--- src/rtl/id_issue_ctrl.sv ---
// Issue and hazard controller for the decode front end.
// Tracks pending long-latency GPR writes in a scoreboard, stalls the ID
// instruction on RAW/WAW hazards or EX back-pressure, and sequences the
// IF/ID and ID/EX flushes that follow a control-flow redirect from EX.
module id_issue_ctrl #(
    parameter int unsigned RegAddrWidth = 5,
    parameter int unsigned NumRegs      = 32,
    parameter int unsigned FlushCycles  = 2
) (
    input  logic                    clk,
    input  logic                    rst_n,
    input  logic                    id_valid,
    input  logic [RegAddrWidth-1:0] rs1_addr,
    input  logic [RegAddrWidth-1:0] rs2_addr,
    input  logic [RegAddrWidth-1:0] rd_addr,
    input  logic                    rs1_used,
    input  logic                    rs2_used,
    input  logic                    rd_wr,
    input  logic                    long_lat,
    input  logic                    ex_ready,
    input  logic                    wb_valid,
    input  logic [RegAddrWidth-1:0] wb_rd_addr,
    input  logic                    redirect,
    output logic                    issue,
    output logic                    stall_if,
    output logic                    stall_id,
    output logic                    flush_if_id,
    output logic                    flush_id_ex,
    output logic [NumRegs-1:0]      busy_mask
);

    localparam int unsigned CntW = (FlushCycles > 1) ? $clog2(FlushCycles) : 1;
    localparam logic [CntW-1:0] CntLoad = CntW'(FlushCycles - 1);

    typedef enum logic [1:0] {
        ST_INIT  = 2'd0,
        ST_RUN   = 2'd1,
        ST_FLUSH = 2'd2
    } state_e;

    state_e              state_q, state_d;
    logic [CntW-1:0]     cnt_q, cnt_d;
    logic [NumRegs-1:0]  busy_q, busy_d;

    logic [NumRegs-1:0]  clr;
    logic [NumRegs-1:0]  set;
    logic [NumRegs-1:0]  eff;
    logic                haz;
    logic                in_run;
    logic                active;
    logic                redir;

    // Scoreboard view with same-cycle writeback bypass, and the hazard test
    always_comb begin
        clr = '0;
        if (wb_valid) begin
            clr = NumRegs'(1) << wb_rd_addr;
        end
        eff = busy_q & ~clr;
        haz = id_valid & ((rs1_used & eff[rs1_addr]) |
                          (rs2_used & eff[rs2_addr]) |
                          (rd_wr    & eff[rd_addr]));
    end

    // Pipeline controls; a redirect is ignored until the controller leaves INIT
    always_comb begin
        in_run      = (state_q == ST_RUN);
        active      = (state_q != ST_INIT);
        redir       = active & redirect;
        issue       = in_run & ~redir & id_valid & ~haz & ex_ready;
        stall_id    = in_run & ~redir & id_valid & ~issue;
        stall_if    = stall_id;
        flush_id_ex = redir | stall_id;
        flush_if_id = redir | (state_q == ST_FLUSH);
    end

    // Next scoreboard contents, flush counter and state
    always_comb begin
        state_d = state_q;
        cnt_d   = cnt_q;
        set     = '0;
        if (issue && rd_wr && long_lat && (rd_addr != '0)) begin
            set = NumRegs'(1) << rd_addr;
        end
        busy_d    = active ? ((busy_q & ~clr) | set) : busy_q;
        busy_d[0] = 1'b0;

        case (state_q)
            ST_INIT: begin
                state_d = ST_RUN;
                cnt_d   = '0;
            end
            ST_RUN: begin
                if (redirect && (FlushCycles > 1)) begin
                    state_d = ST_FLUSH;
                    cnt_d   = CntLoad;
                end
            end
            ST_FLUSH: begin
                if (redirect) begin
                    cnt_d = CntLoad;
                end else if (cnt_q <= CntW'(1)) begin
                    state_d = ST_RUN;
                    cnt_d   = '0;
                end else begin
                    cnt_d = cnt_q - CntW'(1);
                end
            end
            default: begin
                state_d = ST_INIT;
                cnt_d   = '0;
            end
        endcase
    end

    // State, counter and scoreboard registers
    always_ff @(posedge clk or negedge rst_n) begin
        if (!rst_n) begin
            state_q <= ST_INIT;
            cnt_q   <= '0;
            busy_q  <= '0;
        end else begin
            state_q <= state_d;
            cnt_q   <= cnt_d;
            busy_q  <= busy_d;
        end
    end

    assign busy_mask = busy_q;

endmodule

--- config.mk ---
export PLATFORM = sky130hd
export DESIGN_NAME = id_issue_ctrl
export DESIGN_NICKNAME = d
export VERILOG_FILES = /design/src/rtl/id_issue_ctrl.sv
export SDC_FILE = /design/constraint.sdc
export NUM_CORES = 1
export LEC_CHECK = 0
export ABC_CLOCK_PERIOD_IN_PS = 6790
export CAP_MARGIN = 20
export CORE_MARGIN = 4
export CORE_UTILIZATION = 55
export DETAILED_ROUTE_END_ITERATION = 6
export GPL_ROUTABILITY_DRIVEN = 0
export PLACE_DENSITY_LB_ADDON = 0.1
export SYNTH_ARGS = -nofsm -noshare
export SYNTH_HDL_FRONTEND = slang
export SYNTH_SLANG_ARGS = --single-unit
--- constraint.sdc ---
create_clock -name clk -period 6.79 [get_ports clk]
set_clock_uncertainty 0.2 [all_clocks]
set_input_delay 1.358 -clock clk [delete_from_list [all_inputs] [get_ports clk]]
set_output_delay 1.358 -clock clk [all_outputs]
set_load 0.05 [all_outputs]
# Word-level counts from Yosys, hierarchy flattened
# Index checks and enable logic that the tools add are counted.
# Widths: inputs -> output; s select.
# word_totals
output_inout_bits	37
in_bits	30
reg_bits	34
# op_classes
bitwise_logic	20
magnitude_cmp	4
shift	2
addsub	1
muxes	16
n_reduce_logical	7
eq_ne	5
# ops
cell	count
$mux 32	2
$shl 1x5->32 const A	2
$and 32x32->32	1
$not 32->32	1
$or 32x32->32	1
$lt 5x6->1 const B	3
$bmux 1 s5	3
$and 1x1->1	10
$mux 1	6
$mux 2	3
$pmux 2 s3	1
$reduce_bool 5->1	1
$ne 2x2->1 const B	2
$or 1x1->1	4
$logic_and 1x1->1	3
$not 1->1	3
$reduce_and 3->1	1
$eq 2x1->1 const B	1
$eq 2x2->1 const B	1
$logic_not 2->1	1
$ne 2x1->1 const B	1
$pmux 1 s2	1
$reduce_bool 2->1	1
$le 1x1->1 const B	1
$sub 1x1->1 const B	1

# Depth between registers and ports, before layout
# Gate-level depths: netlist of the first run.
# depth
ltp_word	18
mapped_depth	12
ltp_nobuf	9

# Least setup slack after synthesis of the first run
# Ideal clock, no wire load.
# synth_path
path_kind	input to output
start	input port wb_rd_addr[3]
end	output port flush_id_ex
path_slack_ns	1.256
arrival_ns	3.976
t_required_ns	5.232
stages	12
n_path_buf	3
cell_sequence	buf_2 or2_1 clkbuf_1 o21ai_0 mux4_2 o211ai_1 and3_4 o41ai_4 nand3_2 buf_6 inv_2 nor2_1
# synth_between
elab_chain_len	16
elab_cells_between_ends	22
classes_between	shift: 1; mux: 7; bitwise: 14
# synth_lines
element	line_no	source
start, declared	22	input logic [RegAddrWidth-1:0] wb_rd_addr,
$shl 1x5->32 *	57	clr = NumRegs'(1) << wb_rd_addr;
$mux 32 *	56	if (wb_valid) begin
$not 32->32 *	59	eff = busy_q & ~clr;
$and 32x32->32 *	59	
$bmux 1 s5, on equally long branches	60, 61	
$mux 1, on equally long branches	60, 61	
$and 1x1->1, on equally long branches	60, 61	
$or 1x1->1	60	haz = id_valid & ((rs1_used & eff[rs1_addr]) |
$or 1x1->1 *	61	(rs2_used & eff[rs2_addr]) |
$and 1x1->1 *	60	
$not 1->1 *	70	issue = in_run & ~redir & id_valid & ~haz & ex_ready;
$and 1x1->1 * (2 in series)	70	
net issue	24	output logic issue,
$not 1->1 *	71	stall_id = in_run & ~redir & id_valid & ~issue;
$and 1x1->1 *	71	
$or 1x1->1 *	73	flush_id_ex = redir | stall_id;
end, declared	28	output logic flush_id_ex,
# Mark *: on every way through the listed nets, which the timed path passes. The rest lies on a longest branch. The select of a mux whose other input is x is not followed.

# Worst setup path after layout of the first run
# layout_path
start	input port wb_rd_addr[4]
end	output port stall_id
# layout_between
elab_chain_len	15
elab_cells_between_ends	21
classes_between	shift: 1; mux: 7; bitwise: 13
# layout_lines
element	line_no	source
$shl 1x5->32 *	57	
$mux 32 *	56	
$not 32->32 *	59	
$and 32x32->32 *	59	
$bmux 1 s5, on equally long branches	60, 61	
$mux 1, on equally long branches	60, 61	
$and 1x1->1, on equally long branches	60, 61	
$or 1x1->1	60	
$or 1x1->1 *	61	
$and 1x1->1 *	60	
$not 1->1 *	70	
$and 1x1->1 * (2 in series)	70	
$not 1->1 *	71	
$and 1x1->1 *	71	
end, declared	26	output logic stall_id,
# Mark *: on every way between the ends. The rest lies on a longest branch, timed or not. The select of a mux whose other input is x is not followed.

==> results.json, run 1 <==
{
  "status": "complete, no violations",
  "final-max-slew-violation-count": 0,
  "synth_xor_area_frac": 0.005467,
  "ys_async_rst_share": 1.000,
  "initialDrtViolationCount": 642,
  "hold_ws_ns": 0.3531,
  "post_synth_edffs": 0,
  "wirelength_um": 11910,
  "coreArea_mm2": 0.005574,
  "delay_of_the_slowest_cell_on_the_worst_path_ns": 0.63,
  "synth_top_flop_cell": "sky130_fd_sc_hd__dfrtp_1",
  "syn_inst_count": 416,
  "cts.sink_count": 33,
  "grt_overflow_total": 0,
  "postSynthNetCount": 446,
  "timing.critical_path.slowest_stage_cell": "sky130_fd_sc_hd__clkdlybuf4s50_1",
  "rsz0062_at_grt": "no",
  "crit_fanout": 10,
  "post_synth_and_or_nand_nor_area_fraction": 0.2589,
  "timing_worst_setup_path_type": "input pin to output port",
  "placed_cells_incl_taps": 523,
  "measured_slew_at_the_worst_slew_check_pin_ns": 0.9366,
  "synth_compound_gate_area_share": 0.3760,
  "grt_use_total": 0.3273,
  "maxCapViolations": 0,
  "std_cell_rows": 27,
  "yosys.area.top_type": "sky130_fd_sc_hd__dfrtp_1",
  "ctsHoldBuffers": 0,
  "die_w_um": 84.33,
  "tritoncts": "done",
  "vias": 3790,
  "ctsRootBufferMaster": "sky130_fd_sc_hd__clkbuf_8",
  "p_leak_nw": 1.354,
  "h_tree_levels": 2,
  "clock_period_minus_worst_slack_ns": 6.077,
  "cts-root-to-sink-buffers": 2,
  "cts_made_buffers": 5,
  "post_synth.cell_area_avg_um2": 7.703,
  "min_period_over_period": 0.8950,
  "preCtsSetupSlack_ns": 0.9043,
  "synthDominantCellAreaShare": 0.2577,
  "number_of_antenna_violations_at_the_first_check_in_global_routing": 0,
  "hold_path_class": "register to register",
  "timing.slew.headroom": 0.3737,
  "route.detailed.drc": 0,
  "worstPathCellList": "clkdlybuf4s50_1, nand4bb_1, o21ai_0, o221ai_1, and4b_1, and3_4, o41ai_4, nand3_2, and2_1, buf_4",
  "post_synth_fa_ha_maj_area_fraction": 0,
  "flow.area_growth_from_synthesis_pct": 21.71,
  "n_antenna_cell": 0,
  "synthesis.area_mm2": 0.003204,
  "clk_pin_slew_ns": 0.07,
  "critical_path_required_ns": 5.23,
  "post_route_cells_drive_above_1_share": 0.1397,
  "netlist-cell-type-count": 64,
  "floorplan.initialDensity": 0.5749,
  "synth.top_cells.by_area": "sky130_fd_sc_hd__dfrtp_1, sky130_fd_sc_hd__o21ai_2, sky130_fd_sc_hd__o21ai_0",
  "synthMostInstantiatedCell": "sky130_fd_sc_hd__nand2_1",
  "finish.net_count": 488,
  "worst_setup_path_start_kind": "input pin",
  "antenna_violating_nets_post_route": 0,
  "drt-pass1-iter-count": 5,
  "setup_violation_total_in_the_final_timing_report": 0,
  "grt_max_degree": 34,
  "yosysWarningCount": 0,
  "fmax_ghz": 0.1646,
  "critPathArrivalTime_ns": 4.52,
  "setup-tns-final_ns": 0,
  "wl_per_cell_um": 22.46,
  "first_pass_grt_wire_length_um": 18490,
  "cts_resized": 0,
  "finalNonFillerCells": 530,
  "dp.final_hpwl_um": 8775,
  "die_y_um": 84.33,
  "post_dp_cell_area_mm2": 0.003814,
  "vdd.ir_drop.worst_v": 0.0001603,
  "power_per_cell_area_mw_per_mm2": 165.0,
  "route.detailed.vias_per_inst": 7.151,
  "num_io_pins": 67,
  "final_cell_area_mm2": 0.003900,
  "critical_path.endpoint_type": "output port",
  "die-area_mm2": 0.007112,
  "synthMuxAreaShare": 0.03319,
  "final-hold-violation-count": 0,
  "register_area_share_after_synthesis": 0.2577,
  "synth.ff_latch_count": 33,
  "grt_pass1_vias": 3507,
  "cts_post_setup_buffers_inserted": 0,
  "synthTopCellsByCount": "sky130_fd_sc_hd__nand2_1, sky130_fd_sc_hd__o21ai_0, sky130_fd_sc_hd__dfrtp_1",
  "finalWorstSetupSlack_ns": 0.7131,
  "place.port_buffers": 65,
  "synth_top_family_by_area": "compound AO/OA/AOI/OAI gates",
  "clk-insertion-delay-late_ns": 0.29
}
[path summary, 6_finish.rpt]
check / depth (start not counted) / slack [ns] / end / start
max: 10 / 0.71 / stall_id / wb_rd_addr[4]
min: 2 / 0.35 / busy_mask[28] / busy_mask[28]
max reg2reg: 8 / 4.02 / busy_mask[21] / busy_mask[7]
min reg2reg: 2 / 0.35 / busy_mask[28] / busy_mask[28]
max in group asynchronous: 2 / 4.82 / busy_mask[25] / rst_n
min in group asynchronous: 2 / 1.27 / busy_mask[18] / rst_n
[cell families (layout without fill, tap and decap cells)]
family          Yosys count  in the layout
compound gates          165            165
mux                       9              9
buf+inv                  46             88
flops                    33             33
other cells               1              1
xor+xnor                  2              2
simple gates            160            160
[metal layers]
metal / routed length [um] / track usage
met1: 4418 / 0.4338
met2: 5361 / 0.5000
met3: 1544 / 0.07949
met4: 580 / 0.1597
met5: 0 / 0
[layout by cell type, fill, tap and decap left out, drive strengths merged, types with 2 or more instances in the layout]
master,synthesis,layout
o2111ai,12,12
o221ai,3,3
o21a,3,3
or3,2,2
o31ai,9,9
clkdlybuf4s50,0,61
a21oi,4,4
mux2,3,3
dfrtp,33,33
a31oi,5,5
o21ai,82,82
clkbuf,21,7
nor4,2,2
a41oi,2,2
nand2b,12,12
and3,5,5
mux2i,5,5
nor2b,8,8
o22ai,3,3
xor2,2,2
nand4,5,5
buf,15,10
o211ai,22,22
nand3,15,15
and2,4,4
nor2,29,29
o41ai,2,2
nand3b,3,3
or2,6,6
nand2,49,49
o311ai,3,3
nand4bb,3,3
nor3,9,9
a221oi,2,2
inv,10,10
nand4b,4,4
[power breakdown]
group          leakage [nW]  internal (W)  switching (W)
Sequential            0.456      0.000209      0.0000197
Clock                0.0443     0.0000804      0.0000715
Combinational         0.853     0.0000870       0.000176
Total                  1.35      0.000376       0.000267
[worst max-delay path: cells and delay by family]
| family | cells | cell delay (ns) |
|---|---|---|
| AOI/OAI and AO/OA | 3 | 1.04 |
| and+or+nand+nor | 5 | 1.30 |
| buffers and inverters | 2 | 0.82 |
[final cells by class]
cell class                 instances  area, um^2
multi-input combinational        337        2162
fill                             444        1674
sequential                        33       825.8
timing repair buffer              71       698.2
tap                               72       90.09
clock buffer                       7       86.33
inverter                          10       37.54
[flip-flops by register name, indices dropped and copies added (netlist names)]
| signal | count |
|---|---|
| busy_mask | 31 |
| state_q | 2 |
[metrics by stage]
stage,total power [W],utilization
floorplan,0.0004025,-
finish,0.0006434,0.6997
global placement,0.0004866,0.6842
global route,0.0006675,0.6997
CTS,0.0006383,0.6997
detailed placement,0.0004885,0.6842
No activity file was read; power rests on OpenSTA's default activity.
==> run 2: changes to the inputs <==
--- a/config.mk
+++ b/config.mk
@@ -12,6 +12,7 @@
 export DETAILED_ROUTE_END_ITERATION = 6
 export GPL_ROUTABILITY_DRIVEN = 0
 export PLACE_DENSITY_LB_ADDON = 0.1
+export REMOVE_ABC_BUFFERS = 1
 export SYNTH_ARGS = -nofsm -noshare
 export SYNTH_HDL_FRONTEND = slang
 export SYNTH_SLANG_ARGS = --single-unit
==> results.json, run 2 (same netlist as run 1, synthesis figures left out) <==
{
  "ctsRootBufferMaster": "sky130_fd_sc_hd__clkbuf_8",
  "route.detailed.drc": 0,
  "timing.slew.headroom": 0.4059,
  "largest_register_ffs": 31,
  "p_leak_nw": 1.354,
  "route.detailed.vias_per_inst": 7.438,
  "std_cell_rows": 27,
  "setup-tns-final_ns": 0,
  "wl_per_cell_um": 22.96,
  "ctsHoldBuffers": 0,
  "cts_post_setup_buffers_inserted": 0,
  "reg2regPathDepth": 8,
  "fin_util": 0.7010,
  "first_pass_grt_wire_length_um": 19500,
  "die-area_mm2": 0.007112,
  "drt-pass1-iter-count": 7,
  "clk_pin_slew_ns": 0.07,
  "cp_top_family": "simple AND/OR/NAND/NOR gates",
  "min_period_over_period": 0.9229,
  "wirelength_um": 12130,
  "die_w_um": 84.33,
  "final-hold-violation-count": 0,
  "post_route_cells_drive_above_1_share": 0.1360,
  "vias": 3927,
  "delay_of_the_slowest_cell_on_the_worst_path_ns": 0.85,
  "timing_worst_setup_path_type": "input pin to output port",
  "place.port_buffers": 65,
  "antenna_violating_nets_post_route": 0,
  "crit_buf_inv": 2,
  "die_y_um": 84.33,
  "coreArea_mm2": 0.005574,
  "final-max-slew-violation-count": 0,
  "layout_common_cells": "sky130_fd_sc_hd__clkdlybuf4s50_1, sky130_fd_sc_hd__nand2_1, sky130_fd_sc_hd__o21ai_0",
  "status": "complete, no violations",
  "grt_overflow_total": 0,
  "rsz0062_at_grt": "no",
  "floorplan.initialDensity": 0.5749,
  "critical_path_required_ns": 5.23,
  "r2r_slack_ns": 4.00,
  "h_tree_levels": 2,
  "timing.critical_path.slowest_stage_cell": "sky130_fd_sc_hd__clkdlybuf4s50_1",
  "finalNonFillerCells": 528,
  "hp_start": "busy_mask[9]",
  "cts_made_buffers": 5,
  "power_per_cell_area_mw_per_mm2": 177.6,
  "crit_fanout": 18,
  "r2r-start": "busy_mask[20]",
  "cts-root-to-sink-buffers": 2,
  "worstPathCellList": "clkdlybuf4s50_1, nand4_1, o211ai_1, o2111ai_1, and4b_1, and3_4, o41ai_4, nand3_2, and2_1, buf_4",
  "worstHoldPathCells": 2,
  "maxCapViolations": 0,
  "n_antenna_cell": 0,
  "setup_violation_total_in_the_final_timing_report": 0,
  "critical_path.endpoint_type": "output port",
  "finalWorstSetupSlack_ns": 0.5234,
  "worstReg2RegEnd": "busy_mask[21]",
  "hold_path_class": "register to register",
  "worstHoldEndpoint": "busy_mask[9]",
  "worst_setup_path_start_kind": "input pin",
  "clk-insertion-delay-late_ns": 0.30,
  "vdd.ir_drop.worst_v": 0.0001999,
  "finish.net_count": 485,
  "measured_slew_at_the_worst_slew_check_pin_ns": 0.8884,
  "cts_resized": 0,
  "grt_pass1_vias": 3681,
  "initialDrtViolationCount": 648,
  "mostFrequentLayoutCell": "sky130_fd_sc_hd__clkdlybuf4s50_1",
  "clock_period_minus_worst_slack_ns": 6.267,
  "fmax_ghz": 0.1596,
  "critPathArrivalTime_ns": 4.71,
  "preCtsSetupSlack_ns": 0.6982,
  "dp.final_hpwl_um": 8830,
  "flow.area_growth_from_synthesis_pct": 21.94,
  "num_io_pins": 67,
  "cts.sink_count": 33,
  "placed_cells_incl_taps": 520,
  "grt_use_total": 0.3408,
  "grt_max_degree": 34,
  "tritoncts": "done",
  "number_of_antenna_violations_at_the_first_check_in_global_routing": 0
}
[run 2: metal layers]
| layer | global-route usage | up-vias | share of wire |
|---|---|---|---|
| met5 | 0 | - | 0 |
| li1 | - | 1668 | - |
| met4 | 0.1640 | 0 | 0.049 |
| met3 | 0.08440 | 84 | 0.14 |
| met2 | 0.5065 | 381 | 0.43 |
| met1 | 0.4633 | 1794 | 0.38 |
[run 2: power by group]
group / switching (W) / internal (W) / leakage, nW / total (W)
Clock: 0.0000800 / 0.000120 / 0.0585 / 0.000200
Sequential: 0.0000198 / 0.000209 / 0.456 / 0.000229
Combinational: 0.000180 / 0.0000861 / 0.840 / 0.000266
[run 2: how the worst max path moves through the flow]
stage	from	endpoint	slack (ns)	cells past startpoint
after global placement	wb_rd_addr[0]	stall_if	0.75	10
after CTS	wb_rd_addr[0]	stall_if	0.66	10
after detailed placement	wb_rd_addr[0]	stall_if	0.70	10
final	wb_rd_addr[0]	stall_if	0.52	10
after floorplan	wb_rd_addr[0]	flush_id_ex	0.88	9
after global routing	wb_rd_addr[0]	stall_id	0.42	10
[run 2: worst min-delay path, delay by kind of cell (launching register included)]
family / cells / cell delay, ns
flops: 1 / 0.40
compound gates: 2 / 0.15
[run 2: stage by stage]
stage / cell area, um^2 / power [W] / hold slack (ns)
after floorplan: 3025 / 0.0003785 / 0.3492
after CTS: 3908 / 0.0006857 / 0.3577
after detailed placement: 3791 / 0.0004896 / 0.3373
final: 3908 / 0.0006939 / 0.3814
after global placement: 3791 / 0.0004862 / 0.3279
after global routing: 3908 / 0.0007203 / 0.4231
[run 2: cell type report]
class	count	area [um^2]
inverters	10	37.54
clock buffers	7	86.33
fillers	472	1667
well taps	72	90.09
clock inverters	1	30.03
flip-flops and latches	33	825.8
repair buffers	68	675.6
multi-input cells	337	2162
==> run 3: changes to the inputs <==
==> constraint.sdc (replaced) <==
create_clock -name clk -period 6.79 [get_ports clk]
set_clock_uncertainty 0.2 [all_clocks]
set_input_delay 1.358 -clock clk [delete_from_list [all_inputs] [get_ports clk]]
set_output_delay 1.358 -clock clk [all_outputs]
set_load 0.005 [all_outputs]
==> results.json, run 3 (same netlist as run 1, synthesis figures left out) <==
{
  "final.fill_count": 468,
  "status": "complete, no violations",
  "mostFrequentLayoutCell": "sky130_fd_sc_hd__clkdlybuf4s50_1",
  "maxCapViolations": 0,
  "wirelength_um": 11670,
  "largest_register_ffs": 31,
  "fmax_ghz": 0.1567,
  "critical_path.endpoint_type": "output port",
  "cts-root-to-sink-buffers": 2,
  "cts.sink_count": 33,
  "clk_pin_slew_ns": 0.07,
  "power_per_cell_area_mw_per_mm2": 150.6,
  "setup_violation_total_in_the_final_timing_report": 0,
  "final-max-slew-violation-count": 0,
  "min_period_over_period": 0.9400,
  "initialDrtViolationCount": 646,
  "critPathArrivalTime_ns": 4.82,
  "cts_resized": 0,
  "n_antenna_cell": 0,
  "rsz0062_at_grt": "no",
  "cts_made_buffers": 5,
  "layout_common_cells": "sky130_fd_sc_hd__clkdlybuf4s50_1, sky130_fd_sc_hd__nand2_1, sky130_fd_sc_hd__o21ai_0",
  "crit_fanout": 18,
  "critical_path_required_ns": 5.23,
  "hold_path_class": "register to register",
  "finish.net_count": 488,
  "place.port_buffers": 65,
  "timing.slew.headroom": 0.3943,
  "preCtsSetupSlack_ns": 0.4922,
  "grt_use_total": 0.3209,
  "ctsHoldBuffers": 0,
  "clock_period_minus_worst_slack_ns": 6.383,
  "setup-tns-final_ns": 0,
  "std_cell_rows": 27,
  "route.detailed.vias_per_inst": 7.051,
  "route.met3.wl_um": 1450,
  "route.top_layer_used": "met4",
  "antenna_violating_nets_post_route": 0,
  "flow.area_growth_from_synthesis_pct": 21.51,
  "tritoncts": "done",
  "clk-insertion-delay-late_ns": 0.29,
  "grt_overflow_total": 0,
  "finalWorstSetupSlack_ns": 0.4072,
  "num_io_pins": 67,
  "vias": 3744,
  "number_of_antenna_violations_at_the_first_check_in_global_routing": 0,
  "measured_slew_at_the_worst_slew_check_pin_ns": 0.9056,
  "floorplan.initialDensity": 0.5749,
  "fin_util": 0.6985,
  "ctsRootBufferMaster": "sky130_fd_sc_hd__clkbuf_8",
  "post_route_cells_drive_above_1_share": 0.1329,
  "die_y_um": 84.33,
  "drt-pass1-iter-count": 6,
  "worst_setup_path_start_kind": "input pin",
  "coreArea_mm2": 0.005574,
  "cts_post_setup_buffers_inserted": 0,
  "die-area_mm2": 0.007112,
  "wl_per_cell_um": 21.97,
  "final-hold-violation-count": 0,
  "grt_max_degree": 34,
  "route.detailed.drc": 0,
  "grt_pass1_vias": 3554,
  "dp.final_hpwl_um": 8799,
  "vdd.ir_drop.worst_v": 0.0001659,
  "die_w_um": 84.33,
  "timing_worst_setup_path_type": "input pin to output port",
  "totalPowerFinal_w": 0.0005863,
  "drt-met1-wl_um": 4643,
  "met2RoutedLength_um": 5059,
  "h_tree_levels": 2,
  "p_leak_nw": 1.344,
  "first_pass_grt_wire_length_um": 18440
}
[run 3: layer usage]
layer  GRT usage  vias up
met1      0.4378     1727
met5           0        -
met2      0.4892      301
met4      0.1353        0
met3     0.07360       62
li1            -     1654
[run 3: layout make-up]
type	instances	area (um^2)	share of cell area
tap	72	90.09	0.02314
inverter	10	37.54	0.009640
sequential	33	825.8	0.2121
multi-input combinational	337	2162	0.5553
timing repair buffer	71	695.7	0.1787
clock buffer	6	72.57	0.01864
clock inverter	2	10.01	0.002571
[run 3: stage by stage]
step,cells,hold WS (ns),cell area (um^2)
after floorplan,380,0.3092,3025
final,531,0.3779,3894
after CTS,531,0.3725,3894
after detailed placement,523,0.3496,3811
after global routing,531,0.3872,3894
after global placement,523,0.3396,3811
[run 3: worst max-delay path, cell delays in order]
cell and delay [ns]:
sky130_fd_sc_hd__clkdlybuf4s50_1 0.69, sky130_fd_sc_hd__or4b_4 0.73, sky130_fd_sc_hd__o21ai_2 0.29, sky130_fd_sc_hd__mux4_2 0.29, sky130_fd_sc_hd__o211ai_1 0.09, sky130_fd_sc_hd__and3_4 0.17, sky130_fd_sc_hd__o41ai_4 0.35, sky130_fd_sc_hd__nand3_2 0.19
sky130_fd_sc_hd__and2_1 0.22, sky130_fd_sc_hd__clkdlybuf4s50_1 0.44
[run 3: worst paths after layout]
kind                          startpoint             to  slack, ns  depth (start not counted)
max                        wb_rd_addr[0]       stall_id       0.41                         10
min                        busy_mask[28]  busy_mask[28]       0.38                          2
max reg2reg                 busy_mask[7]  busy_mask[21]       3.91                          8
min reg2reg                busy_mask[28]  busy_mask[28]       0.38                          2
max in group asynchronous          rst_n     state_q[0]       4.80                          2
min in group asynchronous          rst_n  busy_mask[13]       1.28                          2
[run 3: power by group]
group	leakage (nW)	switching, W	total, W	internal (W)
Clock	0.0450	0.0000752	0.000146	0.0000710
Combinational	0.843	0.000125	0.000212	0.0000874
Sequential	0.456	0.0000192	0.000228	0.000209
Total	1.34	0.000219	0.000586	0.000367
